<file path="config.mk">
export PLATFORM = sky130hd
export DESIGN_NAME = rr_grant_capture
export DESIGN_NICKNAME = d
export VERILOG_FILES = /design/src/rtl/rr_grant_capture_pkg.sv /design/src/rtl/rr_capture_fifo.sv /design/src/rtl/rr_grant_capture.sv
export SDC_FILE = /design/constraint.sdc
export NUM_CORES = 1
export LEC_CHECK = 0
export ABC_AREA = 0
export CAP_MARGIN = 15
export CELL_PAD_IN_SITES_DETAIL_PLACEMENT = 2
export CELL_PAD_IN_SITES_GLOBAL_PLACEMENT = 2
export CORE_AREA = 8 8 234 236
export CTS_BUF_LIST = sky130_fd_sc_hd__clkbuf_16
export DETAILED_ROUTE_END_ITERATION = 6
export DIE_AREA = 0 0 242 244
export PLACE_DENSITY_LB_ADDON = 0.1
export REMOVE_ABC_BUFFERS = 1
export SYNTH_ARGS = -nofsm -noshare
export SYNTH_HDL_FRONTEND = slang
export SYNTH_SLANG_ARGS = --single-unit
</file>
<file path="constraint.sdc">
create_clock -name clk -period 16 [get_ports clk]
set_input_delay 4.8 -clock clk [delete_from_list [all_inputs] [get_ports clk]]
set_output_delay 4.8 -clock clk [all_outputs]
set_load 0.01 [all_outputs]
</file>
<file path="src/rtl/rr_grant_capture_pkg.sv">
// Shared helpers for the round-robin grant capture stage: one-hot check and
// packed channel-bus slicing, written against generous maximum widths.
package rr_grant_capture_pkg;

    localparam int MAX_CH     = 64;
    localparam int MAX_DATA_W = 64;
    localparam int MAX_BUS    = 4096;

    function automatic logic is_onehot(input logic [MAX_CH-1:0] vec);
        return $countones(vec) == 1;
    endfunction

    // Callers zero-extend their bus to MAX_BUS and truncate the result to their own width.
    function automatic logic [MAX_DATA_W-1:0] bus_slice(input logic [MAX_BUS-1:0] bus,
                                                        input int idx,
                                                        input int width);
        logic [MAX_DATA_W-1:0] mask;
        mask = (MAX_DATA_W'(1) << width) - MAX_DATA_W'(1);
        return MAX_DATA_W'(bus >> (idx * width)) & mask;
    endfunction

endpackage

</file>
<file path="src/rtl/rr_capture_fifo.sv">
// Small synchronous FIFO with a register-array head and push-on-pop-when-full.
module rr_capture_fifo #(
    parameter int WIDTH  = 8,
    parameter int DEPTH  = 2,
    parameter int FILL_W = $clog2(DEPTH + 1)
) (
    input  logic              clk,
    input  logic              nrst,
    input  logic              push,
    input  logic              pop,
    input  logic [WIDTH-1:0]  din,
    output logic [WIDTH-1:0]  dout,
    output logic [FILL_W-1:0] fill
);

    localparam int PTR_W = (DEPTH > 1) ? $clog2(DEPTH) : 1;

    logic [WIDTH-1:0] mem [DEPTH];
    logic [PTR_W-1:0] wr_ptr;
    logic [PTR_W-1:0] rd_ptr;
    logic             do_push;
    logic             do_pop;

    assign do_pop  = pop && (fill != '0);
    assign do_push = push && ((fill < FILL_W'(DEPTH)) || do_pop);

    // Storage is cleared on reset so the head reads zero until the first push.
    always_ff @(posedge clk) begin
        if (!nrst) begin
            wr_ptr <= '0;
            rd_ptr <= '0;
            fill   <= '0;
            for (int i = 0; i < DEPTH; i++) begin
                mem[i] <= '0;
            end
        end else begin
            if (do_push) begin
                mem[wr_ptr] <= din;
                wr_ptr      <= wr_ptr + 1'b1;
            end
            if (do_pop) begin
                rd_ptr <= rd_ptr + 1'b1;
            end
            if (do_push && !do_pop) begin
                fill <= fill + 1'b1;
            end else if (!do_push && do_pop) begin
                fill <= fill - 1'b1;
            end
        end
    end

    assign dout = mem[rd_ptr];

endmodule

</file>
<file path="src/rtl/rr_grant_capture.sv">
// Consumer for a one-hot round-robin grant: captures the granted channel's word
// into a small FIFO, acks the channel, and flags inconsistent grants.
module rr_grant_capture
    import rr_grant_capture_pkg::*;
#(
    parameter int CH     = 32,
    parameter int CH_W   = $clog2(CH),
    parameter int DATA_W = 16,
    parameter int DEPTH  = 2,
    parameter int FILL_W = $clog2(DEPTH + 1)
) (
    input  logic                 clk,
    input  logic                 nrst,
    input  logic                 grant_valid,
    input  logic [CH-1:0]        grant_filt,
    input  logic [CH_W-1:0]      grant_bin,
    input  logic [CH*DATA_W-1:0] ch_data,
    output logic [CH-1:0]        ch_ack,
    output logic                 out_valid,
    output logic [DATA_W-1:0]    out_data,
    output logic [CH_W-1:0]      out_ch,
    input  logic                 out_ready,
    output logic [FILL_W-1:0]    fill,
    output logic                 err_grant
);

    typedef struct packed {
        logic [CH_W-1:0]   ch;
        logic [DATA_W-1:0] data;
    } entry_t;

    entry_t wr_entry;
    entry_t head;
    logic   pop;
    logic   room;
    logic   push;
    logic   filt_bad;

    assign out_valid = (fill != '0);
    assign pop       = out_valid & out_ready;
    assign room      = (fill < FILL_W'(DEPTH)) | pop;
    assign push      = nrst & grant_valid & room;
    assign ch_ack    = push ? grant_filt : '0;

    // Data selection trusts grant_bin even when it disagrees with grant_filt.
    assign wr_entry.ch   = grant_bin;
    assign wr_entry.data = DATA_W'(bus_slice(MAX_BUS'(ch_data), int'(grant_bin), DATA_W));

    assign filt_bad = !is_onehot(MAX_CH'(grant_filt)) ||
                      (grant_filt != (CH'(1) << grant_bin));

    always_ff @(posedge clk) begin
        if (!nrst) begin
            err_grant <= 1'b0;
        end else if (grant_valid && filt_bad) begin
            err_grant <= 1'b1;
        end
    end

    rr_capture_fifo #(
        .WIDTH  (CH_W + DATA_W),
        .DEPTH  (DEPTH),
        .FILL_W (FILL_W)
    ) u_fifo (
        .clk  (clk),
        .nrst (nrst),
        .push (push),
        .pop  (pop),
        .din  (wr_entry),
        .dout (head),
        .fill (fill)
    );

    assign out_data = head.data;
    assign out_ch   = head.ch;

endmodule

</file>
Yosys cells after proc, flatten, opt, wreduce, memory -nomap -nowiden --
Memories as Yosys holds them, arrays and structs flattened. A register that Yosys moved wholly into a read port is not among the register bits. Index checks and enable logic that the tools add are counted.
Storage, ports and cells: logic and storage cells 74, memory bits (writable) 42, output and inout bits 57, register bits 5, memories kept 1, input bits 553
Cells by class: bitwise logic cells 4, eq/ne operators 2, reduce and logical (&&, ||, !) cells 13, magnitude comparators 1, muxes and demuxes 12, shifts and indexed selects 2, add/subtract/negate cells 35
Memories:
- u_fifo.mem | depth 2, width 21, rd ports 1, clocked after Yosys merged registers in 1, write ports 2, RTL line rr_capture_fifo.sv:18 | logic [WIDTH-1:0] mem [DEPTH];
Operator list (number):
- $shr 512x9->16 | 1
- $add 1x1->2 | 16
- $mux 32 | 1
- $ne 32x32->1 | 1
- $shl 1x5->32 const A | 1
- $add 2x2->3 | 8
- $mux 21 | 1
- $reduce_or 21->1 | 1
- $add 3x3->4 | 4
- $add 4x4->5 | 2
- $mux 1 | 8
- $add 5x5->6 | 1
- $eq 6x1->1 const B | 1
- $logic_and 1x1->1 | 5
- $mux 2 | 2
- $reduce_bool 2->1 | 2
- $and 1x1->1 | 3
- $logic_not 1->1 | 3
- $add 1x1->1 const B | 2
- $add 2x1->2 const B | 1
- $logic_or 1x1->1 | 2
- $lt 2x2->1 const B | 1
- $sub 2x1->2 const B | 1
- $or 1x1->1 | 1

Longest topological paths before layout --
depth in word-level cells 10, gate-level depth with buffers 20, gate-level depth less buffers 20

Cells and area by module --
Synthesis repeated with hierarchy kept, for this count alone.
Unflattened totals: cells, all modules 619, area, all modules 7802.5 sq um
By module, submodules not included:
- rr_grant_capture | instances 1, area each 5791.8 sq um, seq. area each 20.0 sq um, cells each 460
- rr_capture_fifo | instances 1, area each 2010.7 sq um, seq. area each 1361.3 sq um, cells each 159

Worst setup path before layout --
OpenSTA, ideal clock, no wires.
kind in2out, start input port nrst, end output port ch_ack[10], required time 11.200 ns, stages on the path 6, setup slack 5.258 ns, buffers on the path 3, data arrival time 5.942 ns, path through clkbuf_1 -> nand2_1 -> a21oi_1 -> clkbuf_1 -> clkbuf_1 -> and2_1
Between the ends: cells in the longest elaborated chain, start to end 3
RTL lines:
- from (decl) | RTL line rr_grant_capture.sv:13 | input logic nrst,
- $and 1x1->1 (2 in a row) | RTL line rr_grant_capture.sv:42 | assign push = nrst & grant_valid & room;
- $mux 32 | RTL line rr_grant_capture.sv:43 | assign ch_ack = push ? grant_filt : '0;
- to (decl) | RTL line rr_grant_capture.sv:18 | output logic [CH-1:0] ch_ack,
No other way between the ends.

Worst setup path in the final report --
start input port nrst, end output port ch_ack[30]
Same word-level chain as after synthesis.

==> flow_summary.json <==
{
  "fin_nets": 1799,
  "wl_per_cell_um": 28.0,
  "die_area_mm2": 0.0590,
  "clock_sinks": 48,
  "crit_family": "buffers and inverters",
  "drt-total-wl_um": 53200,
  "cp-start-kind": "input pin",
  "min_period_ns": 11.60,
  "cts_resized": 0,
  "place_area_mm2": 0.0145,
  "overflow": 0,
  "grt_max_degree": 89,
  "firstDrtPassIters": 4,
  "slowest_delay_ns": 0.68,
  "skew_ns": 0.00466,
  "drc": 0,
  "yosysWarnings": 0,
  "yosysTopAreaCell": "mux4_2",
  "synth_edf_count": 42,
  "fin_crit_sh_pct": 72.5,
  "die_h_um": 244,
  "htree_num_levels": 2,
  "start_util_pct": 15.4,
  "cp_cell_sequence": "clkdlybuf4s50_1 -> nand2_1 -> a21oi_2 -> buf_4 -> and2_1 -> clkdlybuf4s50_1",
  "slew_violations": 0,
  "worstSetupPathType": "input pin to primary output",
  "drive_above_1_share_pct": 16.7,
  "cts_root_buffer": "clkbuf_16",
  "drv_cap": 0,
  "hold_slack_ns": 0.545,
  "ff2ff_setup_slack_ns": 13.67,
  "fmax_ghz": 0.0862,
  "syn_area_mm2": 0.00786,
  "stdcell_area_mm2": 0.0147,
  "synth.distinct_cells": 55,
  "num_rows": 83,
  "core_area_mm2": 0.0509,
  "fin_util_pct": 28.9,
  "maxSlewHeadroom_pct": 31.0,
  "yosysMostFrequentCell": "mux4_2",
  "clkTransAtPathRegs_ns": 0.07,
  "numCtsBuffers": 5,
  "syn_inst": 652,
  "multi_input_area_mm2": 0.00596,
  "synth_area_leaders": "mux4_2, edfxtp_1, fa_1",
  "worst_slack_ns": 4.40,
  "n_fill_cell": 5534,
  "clockBufferDepth": 2,
  "ys.flop_type": "edfxtp_1",
  "gp_congestion": 0.813,
  "worstPathMaxFanout": 41,
  "hold_viol_final": 0,
  "synth_seq_cells": 48,
  "tightest_slew_ns": 1.03,
  "vias_per_cell": 4.36,
  "crit_buf_inv": 3,
  "vias": 8285,
  "grt_pass1_vias": 9917,
  "cpMostUsedCell": "clkdlybuf4s50_1",
  "postRouteAntennaNets": 0,
  "clock_latency_ns": 0.29,
  "met3_usage_pct": 5.90,
  "seqCellArea_mm2": 0.00138,
  "ir_drop_mv": 0.0394,
  "hpwl_um": 45100,
  "power_density_mw_per_mm2": 58.3,
  "antenna_found_initial": 10,
  "endpoint_kind": "primary output",
  "critPathSlowestCell": "clkdlybuf4s50_1",
  "holdBufCountCts": 0,
  "cts_setup_buffers": 0,
  "fin_tns_setup_ns": 0,
  "busiest_layer": "met2",
  "dp_slack_ns": 4.36,
  "p_leak_nw": 5.18,
  "grt_first_pass_wirelength_um": 74800,
  "use_met2_pct": 32.4,
  "rsz0062_at_grt": "false",
  "fp.dieW_um": 242,
  "seq_area_frac_synth_pct": 17.6,
  "grtUsageMet1_pct": 19.1,
  "synthArstFlopShare_pct": 0,
  "synth_common_cells": "mux4_2, nor2_1, edfxtp_1",
  "numPortBuffers": 609,
  "worstPathRequired_ns": 11.20,
  "ioPinCount": 610,
  "yosysTopAreaCellShare_pct": 43.0,
  "status": "completed",
  "dr.first_iter.drc_count": 261,
  "setup-violations-final": 0,
  "postSynthAreaPerCell_um2": 12.1,
  "hp-class": "flip-flop to flip-flop",
  "cts_tree": "yes",
  "arrival_ns": 6.80,
  "grt_usage_pct": 17.3,
  "area_growth_pct": 87.1
}
## final timing paths
check | cells past startpoint | from | to
hold / removal | 2 | u_fifo.fill[1] | u_fifo.fill[1]
hold reg to reg | 2 | u_fifo.fill[1] | u_fifo.fill[1]
setup / recovery | 6 | nrst | ch_ack[30]
setup reg to reg | 5 | u_fifo.fill[1] | u_fifo.mem[1][3]
## registers in the layout, indices dropped and copies added (netlist names), named ones only
| name | count |
|---|---|
| u_fifo.wr_ptr | 1 |
| u_fifo.rd_ptr | 1 |
| u_fifo.fill | 2 |
| u_fifo.mem | 42 |
| err_grant | 1 |
## worst register-to-register path: stages, from the launching register on
cell and delay (ns):
dfxtp_1 0.34, a21oi_2 0.12, buf_4 0.34, nand2_1 0.59, nand2_1 0.23, buf_4 0.35
## metal layers
layer,wire (um),up-vias,share of wire [%]
li1,-,3723,-
met1,20400,4254,38
met2,28500,284,54
met3,3920,20,7.4
met4,372,4,0.70
met5,23,-,0.043
## metrics by stage
step | power [W] | std cells
final | 0.000857 | 1901
after CTS | 0.000880 | 1895
after detailed placement | 0.000759 | 1887
after floorplan | 0.000436 | 586
after global placement | 0.000755 | 1887
after global routing | 0.000934 | 1901
## cell families (layout without fill, tap and decap cells)
logic type | Yosys count | after routing | synth area share (%)
AOI/OAI and AO/OA | 74 | 74 | 6.43
xor gates and xnor gates | 6 | 6 | 0.669
adders and majority gates | 32 | 32 | 7.39
buffers and inverters | 109 | 672 | 6.69
DFF | 48 | 48 | 17.6
muxes | 192 | 192 | 48.7
other | 0 | 6 | 0
and+or+nand+nor | 191 | 191 | 12.6
## placed cells by master (no fill, tap or decap), drive strengths merged, types with 12 or more instances in the layout
| master | synthesis | layout |
|---|---|---|
| mux2i | 19 | 19 |
| nand2 | 38 | 38 |
| nor2 | 53 | 53 |
| mux4 | 150 | 150 |
| fa | 24 | 24 |
| a31oi | 15 | 15 |
| buf | 44 | 16 |
| clkdlybuf4s50 | 0 | 604 |
| mux2 | 23 | 23 |
| and2 | 39 | 39 |
| a21oi | 12 | 12 |
| edfxtp | 42 | 42 |
| inv | 43 | 44 |
| nor2b | 13 | 13 |
| a211oi | 12 | 12 |
## power breakdown
group	switching (W)	internal [W]	total, W
Combinational	0.000247	0.000338	0.000585
Sequential	0.00000626	0.000152	0.000158
Clock	0.0000468	0.0000667	0.000113
## layout make-up
| cell class | count | share of cell area (%) |
|---|---|---|
| Antenna cell | 6 | 0.102 |
| Clock inverter | 2 | 0.0596 |
| Tap cell | 680 | 5.79 |
| Multi-Input combinational cell | 495 | 40.5 |
| Timing Repair Buffer | 621 | 42.0 |
| Sequential cell | 48 | 9.39 |
| Clock buffer | 6 | 1.02 |
| Inverter | 43 | 1.10 |
Power figures use the tool's default switching activity.
